`config.mk`:
```
export PLATFORM = sky130hd
export DESIGN_NAME = slice_config_loader
export DESIGN_NICKNAME = d
export VERILOG_FILES = /design/src/rtl/slice_config_pkg.sv /design/src/rtl/config_frame_shift.sv /design/src/rtl/slice_config_loader.sv
export SDC_FILE = /design/constraint.sdc
export NUM_CORES = 1
export LEC_CHECK = 0
export ABC_AREA = 1
export ABC_CLOCK_PERIOD_IN_PS = 4900
export BUFFER_PORTS_ARGS = -buffer_cell sky130_fd_sc_hd__buf_2
export CAP_MARGIN = 20
export CORE_AREA = 8 8 135 149
export CTS_CLUSTER_SIZE = 14
export DETAILED_ROUTE_END_ITERATION = 8
export DIE_AREA = 0 0 143 157
export PLACE_DENSITY_LB_ADDON = 0.25
export REMOVE_ABC_BUFFERS = 1
export SETUP_SLACK_MARGIN = 0.1
export SLEW_MARGIN = 20
export SYNTH_ARGS = -nofsm -noshare
export SYNTH_HDL_FRONTEND = slang
export SYNTH_SLANG_ARGS = --single-unit
```
`constraint.sdc`:
```
create_clock -name config_clk -period 4.9 [get_ports config_clk]
set_clock_uncertainty 0.15 [all_clocks]
set_input_delay 0.245 -clock config_clk [delete_from_list [all_inputs] [get_ports config_clk]]
set_output_delay 0.245 -clock config_clk [all_outputs]
set_load 0.03 [all_outputs]
```
`src/rtl/slice_config_pkg.sv`:
```
// Shared types and frame-geometry helpers for the slice configuration loader.
package slice_config_pkg;

  typedef enum logic [2:0] {
    ST_IDLE   = 3'd0,
    ST_LOAD   = 3'd1,
    ST_CHECK  = 3'd2,
    ST_COMMIT = 3'd3,
    ST_DONE   = 3'd4,
    ST_ERROR  = 3'd5
  } state_e;

  // One frame carries both halves of every LUT plus the carry-chain enable bit.
  function automatic int frame_bits(input int cfg_size, input int num_luts);
    return num_luts * 2 * cfg_size + 1;
  endfunction

  function automatic int frame_words(input int fbits, input int word_w);
    return (fbits + word_w - 1) / word_w;
  endfunction

endpackage

```
`src/rtl/config_frame_shift.sv`:
```
// Shadow frame register: writes one bitstream word at a word index, LSB-first,
// discarding pad bits that fall past the end of the frame.
module config_frame_shift #(
  parameter int FRAME_BITS = 137,
  parameter int WORD_W     = 8,
  parameter int CNT_W      = 5
) (
  input  logic                  clk_i,
  input  logic                  rst_i,
  input  logic                  clear_i,
  input  logic                  wr_en_i,
  input  logic [CNT_W-1:0]      wr_idx_i,
  input  logic [WORD_W-1:0]     wr_data_i,
  output logic [FRAME_BITS-1:0] frame_o
);

  logic [FRAME_BITS-1:0] frame_q, frame_d;

  // NOTE: frame_d takes frame_q as its default before any branch, so no path leaves it unassigned (no latch).
  always_comb begin
    frame_d = frame_q;
    if (clear_i) begin
      frame_d = '0;
    end else if (wr_en_i) begin
      for (int i = 0; i < FRAME_BITS; i++) begin
        if (wr_idx_i == CNT_W'(i / WORD_W)) begin
          frame_d[i] = wr_data_i[i % WORD_W];
        end
      end
    end
  end

  // NOTE: the frame is reset like any other register because the outputs must read 0 out of reset.
  always_ff @(posedge clk_i) begin
    if (rst_i) begin
      frame_q <= '0;
    end else begin
      frame_q <= frame_d;
    end
  end

  assign frame_o = frame_q;

endmodule

```
`src/rtl/slice_config_loader.sv`:
```
// Bitstream-to-frame loader for one logic slice with a one-cycle atomic commit strobe.
// Optional trailing XOR parity word check is enabled by SLICE_CONFIG_LOADER_PARITY_EN.
module slice_config_loader
  import slice_config_pkg::*;
#(
  parameter int S_XX_BASE = 4,
  parameter int CFG_SIZE  = 2**S_XX_BASE + 1,
  parameter int NUM_LUTS  = 4,
  parameter int WORD_W    = 8
) (
  input  logic                  config_clk,
  input  logic                  config_rst,
  input  logic                  start,
  input  logic                  bs_valid,
  input  logic [WORD_W-1:0]     bs_data,
  output logic                  bs_ready,
  output logic [2*CFG_SIZE-1:0] luts_config_out [NUM_LUTS-1:0],
  output logic                  config_use_cc,
  output logic                  config_en,
  output logic                  busy,
  output logic                  done,
  output logic                  err
);

  localparam int FRAME_BITS = frame_bits(CFG_SIZE, NUM_LUTS);
  localparam int WORDS      = frame_words(FRAME_BITS, WORD_W);
  localparam int CNT_W      = (WORDS > 1) ? $clog2(WORDS) : 1;

  state_e                state_q, state_d;
  logic [CNT_W-1:0]      cnt_q, cnt_d;
  logic                  done_q, done_d;
  logic                  err_q, err_d;
  logic                  hs, clear, wr_en, last_word;
  logic [FRAME_BITS-1:0] frame;

  assign hs        = bs_valid & bs_ready;
  assign last_word = (cnt_q == CNT_W'(WORDS - 1));

`ifdef SLICE_CONFIG_LOADER_PARITY_EN
  logic [WORD_W-1:0] par_q, par_d;
  logic              par_match;

  always_comb begin
    par_d = par_q;
    if (clear) begin
      par_d = '0;
    end else if (wr_en) begin
      par_d = par_q ^ bs_data;
    end
  end

  always_ff @(posedge config_clk) begin
    if (config_rst) begin
      par_q <= '0;
    end else begin
      par_q <= par_d;
    end
  end

  assign par_match = (bs_data == par_q);
`endif

  always_comb begin
    state_d = state_q;
    cnt_d   = cnt_q;
    done_d  = done_q;
    err_d   = err_q;
    clear   = 1'b0;
    wr_en   = 1'b0;
    case (state_q)
      ST_IDLE, ST_DONE, ST_ERROR: begin
        if (start) begin
          state_d = ST_LOAD;
          cnt_d   = '0;
          clear   = 1'b1;
          done_d  = 1'b0;
          err_d   = 1'b0;
        end
      end
      ST_LOAD: begin
        // A restart outranks a handshake landing in the same cycle.
        if (start) begin
          cnt_d = '0;
          clear = 1'b1;
        end else if (hs) begin
          wr_en = 1'b1;
          if (last_word) begin
            cnt_d = '0;
`ifdef SLICE_CONFIG_LOADER_PARITY_EN
            state_d = ST_CHECK;
`else
            state_d = ST_COMMIT;
`endif
          end else begin
            cnt_d = cnt_q + 1'b1;
          end
        end
      end
`ifdef SLICE_CONFIG_LOADER_PARITY_EN
      ST_CHECK: begin
        if (start) begin
          state_d = ST_LOAD;
          cnt_d   = '0;
          clear   = 1'b1;
        end else if (hs) begin
          if (par_match) begin
            state_d = ST_COMMIT;
          end else begin
            state_d = ST_ERROR;
            err_d   = 1'b1;
            done_d  = 1'b0;
          end
        end
      end
`endif
      ST_COMMIT: begin
        state_d = ST_DONE;
        done_d  = 1'b1;
      end
      default: state_d = ST_IDLE;
    endcase
  end

  // NOTE: sequential state uses non-blocking assignments so every register samples pre-edge values.
  always_ff @(posedge config_clk) begin
    if (config_rst) begin
      state_q <= ST_IDLE;
      cnt_q   <= '0;
      done_q  <= 1'b0;
      err_q   <= 1'b0;
    end else begin
      state_q <= state_d;
      cnt_q   <= cnt_d;
      done_q  <= done_d;
      err_q   <= err_d;
    end
  end

  config_frame_shift #(
    .FRAME_BITS (FRAME_BITS),
    .WORD_W     (WORD_W),
    .CNT_W      (CNT_W)
  ) u_frame (
    .clk_i     (config_clk),
    .rst_i     (config_rst),
    .clear_i   (clear),
    .wr_en_i   (wr_en),
    .wr_idx_i  (cnt_q),
    .wr_data_i (bs_data),
    .frame_o   (frame)
  );

  for (genvar i = 0; i < NUM_LUTS; i++) begin : g_lut
    assign luts_config_out[i] = frame[2*CFG_SIZE*i +: 2*CFG_SIZE];
  end

  assign config_use_cc = frame[FRAME_BITS-1];
  assign bs_ready      = (state_q == ST_LOAD) || (state_q == ST_CHECK);
  assign busy          = bs_ready || (state_q == ST_COMMIT);
  // COMMIT lasts exactly one cycle, so the strobe cannot repeat back-to-back.
  assign config_en     = (state_q == ST_COMMIT);
  assign done          = done_q;

`ifdef SLICE_CONFIG_LOADER_PARITY_EN
  assign err = err_q;
`else
  assign err = 1'b0;
`endif

endmodule

```
==> impl_metrics.json, run 1 <==
{
  "start_kind": "flop",
  "core_area_um2": 17500,
  "syn_to_final_growth_pct": 26.1,
  "final_cells": 1137,
  "rows": 51,
  "portBuffers": 152,
  "cts_tree": "yes",
  "wirelength_um": 18000,
  "fillerInstances": 1833,
  "worstMarginPinSlew_ns": 0.689,
  "synth-seq-cells": 146,
  "die_width_um": 143,
  "drive_gt1_share_pct": 24.6,
  "max_freq_mhz": 437,
  "cts.sinks": 146,
  "clockBufferDepth": 2,
  "arrival_ns": 2.41,
  "gp_congestion": 0.802,
  "syn_avg_cell_area_um2": 7.80,
  "fin_nets": 904,
  "worstSetupEndpointType": "flop",
  "period_minus_slack_ns": 2.29,
  "slew_headroom_pct": 54.1,
  "clkTransAtPathRegs_ns": 0.06,
  "numCtsBuffers": 17,
  "drc_errors": 0,
  "fin_crit_sh_pct": 46.7,
  "rsz0062_at_grt": "false",
  "first_global_vias": 5123,
  "die_h_um": 157,
  "synth-async-reset-ratio_pct": 0,
  "fin_tns_setup_ns": 0,
  "status": "finished clean",
  "track_usage_pct": 16.2,
  "drtPass1Iterations": 4,
  "vias": 5387,
  "crit_fanout": 82,
  "cap_violations": 0,
  "drv_slew": 0,
  "r2r_cells": 7,
  "r2r-start": "state_q[2]",
  "place_hpwl_um": 11800,
  "htreeDepth": 4,
  "hold_viol": 0,
  "viasPerCell": 4.74,
  "drtAntennaViolNets": 0,
  "vdd_drop_max_mv": 0.225,
  "synth.area.top_cells": "dfxtp_1 (50%), nand2_1 (12%), nand3_1 (11%), a21oi_1 (10%), nor2_1 (3.4%)",
  "leakage_nw": 3.08,
  "cts_root_buffer": "clkbuf_16",
  "overflow": 0,
  "syn_area_um2": 5880,
  "synth_commonest_cells": "nand2_1 (187), dfxtp_1 (146), nand3_1 (131)",
  "yosys_most_used_dff": "dfxtp_1",
  "synth_edf_count": 0,
  "grt_max_degree": 83,
  "post-synth-top-count-cell": "nand2_1",
  "initial_core_util_pct": 33.5,
  "seq_area_frac_synth_pct": 49.7,
  "powerDensity_nw_per_um2": 393,
  "hold_start": "start",
  "power_mw": 2.92,
  "worst-setup-path-type": "reg -> reg",
  "io_pins": 154,
  "syn_inst": 754,
  "critPathRequiredTime_ns": 5.03,
  "die_area_um2": 22500,
  "synth.distinct_cells": 26,
  "holdPathStages": 4,
  "postCtsSetupBuffers": 0,
  "wl_per_cell_um": 15.8,
  "hp-class": "in -> reg",
  "antenna_cells": 0,
  "yosysTopAreaCellShare_pct": 49.7,
  "dp_cells": 1105,
  "synth_warnings": 0,
  "setup_viol": 0,
  "fin_util_pct": 42.3,
  "grt_pass1_wl_um": 28200,
  "drt_iter0_drc": 327,
  "synth_top_cell_by_area": "dfxtp_1",
  "antenna_found_initial": 0,
  "startpoint": "state_q[2]",
  "clk_latency_ns": 0.41
}
-- power breakdown --
group	switching [mW]	internal, mW	total [mW]
combinational	0.179	0.0498	0.229
clock	0.488	0.993	1.48
sequential	0.0122	1.20	1.21
total	0.679	2.24	2.92
-- metrics by stage --
step	setup slack (ns)	hold WS [ns]	area [um^2]
after floorplan	1.57	0.164	5630
after global placement	2.65	0.296	6730
after detailed placement	2.61	0.300	6730
after CTS	2.61	0.0146	7420
after global routing	2.45	0.0459	7420
final	2.61	0.0273	7420
-- final cells by class --
class | instances | area, um^2 | area share (%)
Sequential cell | 146 | 2920 | 39.4
Multi-Input combinational cell | 539 | 2610 | 35.2
Timing Repair Buffer | 157 | 813 | 11.0
Clock buffer | 22 | 474 | 6.39
Tap cell | 238 | 298 | 4.01
Clock inverter | 9 | 201 | 2.72
Inverter | 26 | 97.6 | 1.32
-- final timing paths --
check / endpoint / slack, ns
max: u_frame.frame_o[16] / 2.61
min: done / 0.03
max reg2reg: u_frame.frame_o[16] / 2.61
min reg2reg: u_frame.frame_o[77] / 0.31
-- cell usage in the layout, fill, tap and decap left out --
cell type / netlist / layout
nand3_1: 131 / 131
o21a_1: 1 / 1
nand3_4: 1 / 1
nor2_8: 4 / 4
clkbuf_1: 19 / 2
dlygate4sd3_1: 0 / 1
buf_4: 6 / 3
nor3_1: 1 / 1
o211ai_1: 1 / 1
nand2_1: 187 / 186
buf_2: 5 / 152
xor2_1: 2 / 2
nor2_2: 7 / 7
inv_1: 21 / 21
buf_12: 0 / 1
ha_1: 5 / 5
o21ai_0: 2 / 2
nor2_4: 7 / 7
or2_1: 1 / 1
clkbuf_16: 0 / 17
dfxtp_1: 146 / 146
bufinv_16: 0 / 6
clkinvlp_4: 0 / 1
nor2_1: 54 / 54
clkbuf_8: 0 / 3
nand2_2: 7 / 7
inv_2: 5 / 5
clkinv_2: 0 / 1
nand2_4: 4 / 5
a21oi_1: 123 / 123
conb_1: 1 / 1
clkinv_4: 0 / 1
-- what timing repair did --
item | in CTS | in global routing
hold endpoints to repair | 3 | 0
hold buffers | 1 | 0
gates resized for setup | 0 | 0
-- cells by family after synthesis --
logic type	after synthesis	synth area share, %
DFF	146	49.7
buffers and inverters	69	6.04
xor gates and xnor gates	2	0.298
AOI/OAI and AO/OA	127	10.9
other	1	0.0637
and+or+nand+nor	404	32.0
adders and majority gates	5	1.06
-- critical path, stage by stage, from the launching register on --
cell and delay (ns):
dfxtp_1 0.32, inv_1 0.14, nand3_4 0.12, nor2_4 0.49
buf_12 0.36, nand2_1 0.28, nand2_1 0.14, a21oi_1 0.07
-- registers in the layout, indices dropped and copies added, names as in the netlist --
name and flops:
cnt_q 5, done 1, state_q 3, u_frame.frame_o 137
-- routing by layer --
metal,wire (um),up-vias,track usage [%]
li1,-,2751,-
met1,7910,2470,19.6
met2,8830,154,27.3
met3,1090,12,4.45
met4,175,0,5.02
met5,0,-,0
Power figures use the tool's default switching activity.
==> inputs of run 2 (changes only) <==
Settings changed: ABC_AREA 1 to 0, ABC_CLOCK_PERIOD_IN_PS 4900 to 1900, CORE_AREA 8 8 135 149 to 8 8 129 143, DIE_AREA 0 0 143 157 to 0 0 137 151.
Clock period 4.9 ns to 1.9 ns, I/O delays scaled along.
==> impl_metrics.json, run 2 <==
{
  "slowest_delay_ns": 0.35,
  "viasPerCell": 4.97,
  "cts_tree": "yes",
  "die_area_um2": 20700,
  "start_kind": "flop",
  "synth_warnings": 0,
  "fin_crit_sh_pct": 91.5,
  "largest_reg_flops": 137,
  "r2r-start": "state_q[2]",
  "min_to": "u_frame.frame_o[2]",
  "max_freq_mhz": 575,
  "io_pins": 154,
  "period_minus_slack_ns": 1.74,
  "r2r_slack_ns": 0.20,
  "antenna_found_initial": 0,
  "fin_util_pct": 44.9,
  "gp_congestion": 0.784,
  "drtPass1Iterations": 5,
  "status": "finished clean",
  "core_area_um2": 16100,
  "critPathMostFrequentCell": "buf_4",
  "path_cells": "buf_4 > nor2b_1 > and2_4 > buf_4",
  "synth_top_cell_by_area": "dfxtp_1",
  "crit_fanout": 4,
  "fin_tns_setup_ns": 0,
  "cts_root_buffer": "clkbuf_16",
  "grt_pass1_wl_um": 24700,
  "antenna_cells": 0,
  "worstSetupEndpointType": "output pin",
  "final_cells": 937,
  "rows": 49,
  "clkTransAtPathRegs_ns": 0.06,
  "hold_start": "u_frame.frame_o[2]",
  "drive_gt1_share_pct": 34.0,
  "post-synth-top-count-cell": "dfxtp_1",
  "synth-async-reset-ratio_pct": 0,
  "synth.distinct_cells": 42,
  "fin_area_um2": 7200,
  "hold_viol": 0,
  "synth_commonest_cells": "dfxtp_1 (146), nand3_1 (131), o21ai_1 (86)",
  "syn_inst": 547,
  "mostFrequentLayoutCells": "buf_2 (151), dfxtp_1 (143), nand3_1 (131), o21ai_1 (86), o21ai_0 (47)",
  "hp-class": "reg -> reg",
  "yosysTopAreaCellShare_pct": 55.0,
  "die_width_um": 137,
  "synth-seq-cells": 146,
  "critPathTopFamily": "simple AND/OR/NAND/NOR gates",
  "grt_max_degree": 49,
  "arrival_ns": 1.49,
  "yosys_most_used_dff": "dfxtp_1",
  "wirelength_um": 16800,
  "dp_cells": 887,
  "drtAntennaViolNets": 0,
  "drc_errors": 0,
  "worst-setup-path-type": "reg -> out",
  "drt_iter0_drc": 227,
  "fillerInstances": 1610,
  "fin_nets": 737,
  "track_usage_pct": 15.8,
  "syn_avg_cell_area_um2": 9.72,
  "portBuffers": 152,
  "drv_slew": 0,
  "first_global_vias": 4441,
  "critPathRequiredTime_ns": 1.65,
  "synth.area.top_cells": "dfxtp_1 (55%), nand3_1 (12%), o21ai_1 (8.1%), o21ai_0 (4.4%), nand4_4 (2.4%)",
  "fin_ws_ns": 0.161,
  "numCtsBuffers": 17,
  "place_hpwl_um": 11500,
  "pre_cts_ws_ns": -0.0137,
  "vias": 4655,
  "overflow": 0,
  "syn_area_um2": 5320,
  "vdd_drop_max_mv": 0.587,
  "clockBufferDepth": 2,
  "leakage_nw": 3.09,
  "die_h_um": 151,
  "syn_to_final_growth_pct": 35.5,
  "dpl_cell_area_um2": 6360,
  "htreeDepth": 4,
  "powerDensity_nw_per_um2": 944,
  "cp_num_buf_inv": 2,
  "cpMaxStageDelayCell": "dfxtp_1",
  "synth_edf_count": 0,
  "timing.rr.end": "u_frame.frame_o[43]",
  "clk_latency_ns": 0.43,
  "holdPathStages": 2,
  "seq_area_frac_synth_pct": 55.0,
  "initial_core_util_pct": 33.1,
  "cap_violations": 0,
  "final_common_cell": "buf_2",
  "wl_per_cell_um": 17.9,
  "setup_viol": 0,
  "rsz0062_at_grt": "true",
  "r2r_cells": 5,
  "cts.sinks": 146
}
run 2: changes by cell type after synthesis, moves of 7 or more:
cell     before  now
nand2_1     187   12
a21oi_1     123    2
o21ai_1       0   86
o21ai_0       2   47
nor2_1       54   15
inv_1        21    5
mux2i_1       0    9
nand2_2       7    0
nor2_2        7    0
run 2: per-stage QoR:
stage | total power, mW | hold WS, ns
after floorplan | 3.25 | 0.0174
after global placement | 3.39 | 0.196
after detailed placement | 3.40 | 0.207
after CTS | 6.86 | 0.294
after global routing | 7.04 | 0.329
final | 6.80 | 0.304
run 2: final cells by class:
class,instances,area [um^2],area share (%)
timing repair buffer,198,1240,17.2
inverter,5,18.8,0.261
tap,204,255,3.54
clock inverter,11,154,2.14
multi-input combinational,352,2160,30.0
clock buffer,21,450,6.25
sequential,146,2930,40.6
run 2: repair_timing:
item	in CTS	in global routing
setup buffers	3	2
cloned	0	2
setup endpoints to repair	29	120
hold endpoints to repair	23	0
pin swaps	2	1
gates resized for setup	2	10
hold buffers	11	0
run 2: how the worst max path moves through the flow:
stage | start | end | slack [ns] | cells after the start
after floorplan | state_q[1] | u_frame.frame_o[127] | -1.36 | 4
after global placement | state_q[2] | u_frame.frame_o[59] | 0.06 | 4
after detailed placement | state_q[2] | u_frame.frame_o[60] | -0.01 | 4
after CTS | state_q[1] | u_frame.frame_o[83] | 0.10 | 6
after global routing | state_q[2] | u_frame.frame_o[43] | 0.09 | 5
final | state_q[0] | config_en | 0.16 | 4
run 2: kinds of logic (layout without fill, tap and decap cells):
group           count (synthesis)  count (layout)  synth area share, %
buf+inv                        51             235                 5.44
fa+ha+maj                       5               5                 1.18
simple gates                  197             199                 23.4
mux                             9               9                 1.69
flops                         146             146                 55.0
other cells                     1               1               0.0706
compound gates                137             137                 13.1
xor+xnor                        1               1                0.165
run 2: where the power goes:
| part | internal (mW) | total [mW] | switching [mW] |
|---|---|---|---|
| sequential | 3.07 | 3.07 | 0.00330 |
| combinational | 0.104 | 0.301 | 0.197 |
| clock | 2.11 | 3.43 | 1.32 |
run 2: layer usage:
layer | GRT usage, % | wire [um] | up-vias
met4 | 6.91 | 278 | 0
met5 | 0 | 0 | -
met3 | 4.45 | 964 | 17
met1 | 18.2 | 7150 | 2189
li1 | - | - | 2323
met2 | 26.6 | 8420 | 126
run 2: worst min-delay path, delay by kind of cell, from the launching register on:
family / cells / cell delay (ns)
DFF: 1 / 0.30
and+or+nand+nor: 1 / 0.05
AOI/OAI and AO/OA: 1 / 0.05
==> inputs of run 3 (changes only) <==
Settings changed: ABC_CLOCK_PERIOD_IN_PS 1900 to 2000, CAP_MARGIN 20 to 10.
Clock period 1.9 ns to 2 ns, I/O delays scaled along.
==> impl_metrics.json, run 3 (synthesis results as in run 2) <==
{
  "status": "finished clean",
  "cts.sinks": 146,
  "fin_area_um2": 7090,
  "drtPass1Iterations": 4,
  "path_cells": "nor4b_4 > nand2_1 > or3_4 > o31ai_2",
  "drtAntennaViolNets": 0,
  "initial_core_util_pct": 33.1,
  "slowest_delay_ns": 0.47,
  "drt-met1-wl_um": 6710,
  "final_common_cell": "buf_2",
  "worstSetupEndpointType": "flop",
  "track_usage_pct": 15.2,
  "syn_to_final_growth_pct": 33.5,
  "critPathRequiredTime_ns": 2.17,
  "core_area_um2": 16100,
  "vias": 4497,
  "first_global_vias": 4415,
  "worst-setup-path-type": "reg -> reg",
  "clkTransAtPathRegs_ns": 0.06,
  "largest_reg_flops": 137,
  "drive_gt1_share_pct": 33.0,
  "clockBufferDepth": 2,
  "fillerInstances": 1623,
  "drc_errors": 0,
  "dr_wl_met2_um": 7810,
  "mostFrequentLayoutCells": "buf_2 (152), dfxtp_1 (145), nand3_1 (131), o21ai_1 (86), o21ai_0 (47)",
  "io_pins": 154,
  "overflow": 0,
  "antenna_cells": 0,
  "fin_crit_sh_pct": 90.6,
  "die_area_um2": 20700,
  "leakage_nw": 3.06,
  "hold_viol": 0,
  "crit_fanout": 6,
  "antenna_found_initial": 0,
  "max_freq_mhz": 552,
  "viasPerCell": 4.83,
  "die_h_um": 151,
  "period_minus_slack_ns": 1.81,
  "rsz0062_at_grt": "true",
  "wirelength_um": 15600,
  "die_width_um": 137,
  "fin_nets": 732,
  "top_layer": "met4",
  "drt_iter0_drc": 194,
  "dpl_cell_area_um2": 6310,
  "wl_per_cell_um": 16.8,
  "route.met3.wl_um": 961,
  "setup_viol": 0,
  "start_kind": "flop",
  "cpMaxStageDelayCell": "nor4b_4",
  "cts_root_buffer": "clkbuf_16",
  "htreeDepth": 4,
  "rows": 49,
  "powerDensity_nw_per_um2": 889,
  "power_mw": 6.31,
  "grt_pass1_wl_um": 24100,
  "holdWs_ns": 0.306,
  "clk_latency_ns": 0.41,
  "grt_max_degree": 51,
  "drv_slew": 0,
  "portBuffers": 152,
  "hp-class": "reg -> reg",
  "arrival_ns": 1.99,
  "numCtsBuffers": 17,
  "gp_congestion": 0.763,
  "cap_violations": 0,
  "cts_tree": "yes",
  "place_hpwl_um": 11300,
  "vdd_drop_max_mv": 0.478
}
[run 3: power by group]
group	switching [mW]	total, mW	internal (mW)
clock	1.19	3.13	1.94
combinational	0.172	0.260	0.0887
sequential	0.00428	2.92	2.91
total	1.37	6.31	4.94
[run 3: worst paths after layout]
path,from,end,slack (ns),cells past startpoint
worst max-delay path,state_q[2],cnt_q[3],0.19,4
worst min-delay path,u_frame.frame_o[17],u_frame.frame_o[17],0.31,2
worst max register to register,state_q[2],cnt_q[3],0.19,4
worst min register to register,u_frame.frame_o[17],u_frame.frame_o[17],0.31,2
[run 3: layout make-up]
type	instances	area, um^2	area share (%)
multi-input cells	350	2110	29.8
repair buffers	195	1190	16.7
well taps	204	255	3.60
flip-flops and latches	146	2920	41.2
clock buffers	20	467	6.58
inverters	5	18.8	0.265
clock inverters	11	130	1.83
[run 3: timing repair]
item | in CTS | in global routing
resized for setup | 1 | 1
endpoints found under the setup margin | 25 | 24
pin swaps | 2 | 1
hold buffers | 11 | 0
buffers inserted | 3 | 2
endpoints found under the hold margin | 14 | 0
[run 3: metrics by stage]
step	instances	utilization (%)	TNS, ns	worst slack [ns]
floorplan	501	-	-157.54	-1.26
global route	931	44.2	0	0.0679
detailed placement	884	39.3	0	0.00643
CTS	929	44.0	0	0.117
finish	931	44.2	0	0.188
global placement	884	39.3	0	0.0933
[run 3: metal layers]
layer  track usage (%)  up-vias
met1              17.6     2071
li1                  -     2297
met3              4.71        9
met5                 0        -
met2              26.0      120
met4              5.33        0
[run 3: worst max-delay path: cells and delay by family (launching register included)]
kind / cells / cell delay [ns]
and+or+nand+nor: 3 / 1.01
DFF: 1 / 0.38
AOI/OAI and AO/OA: 1 / 0.19
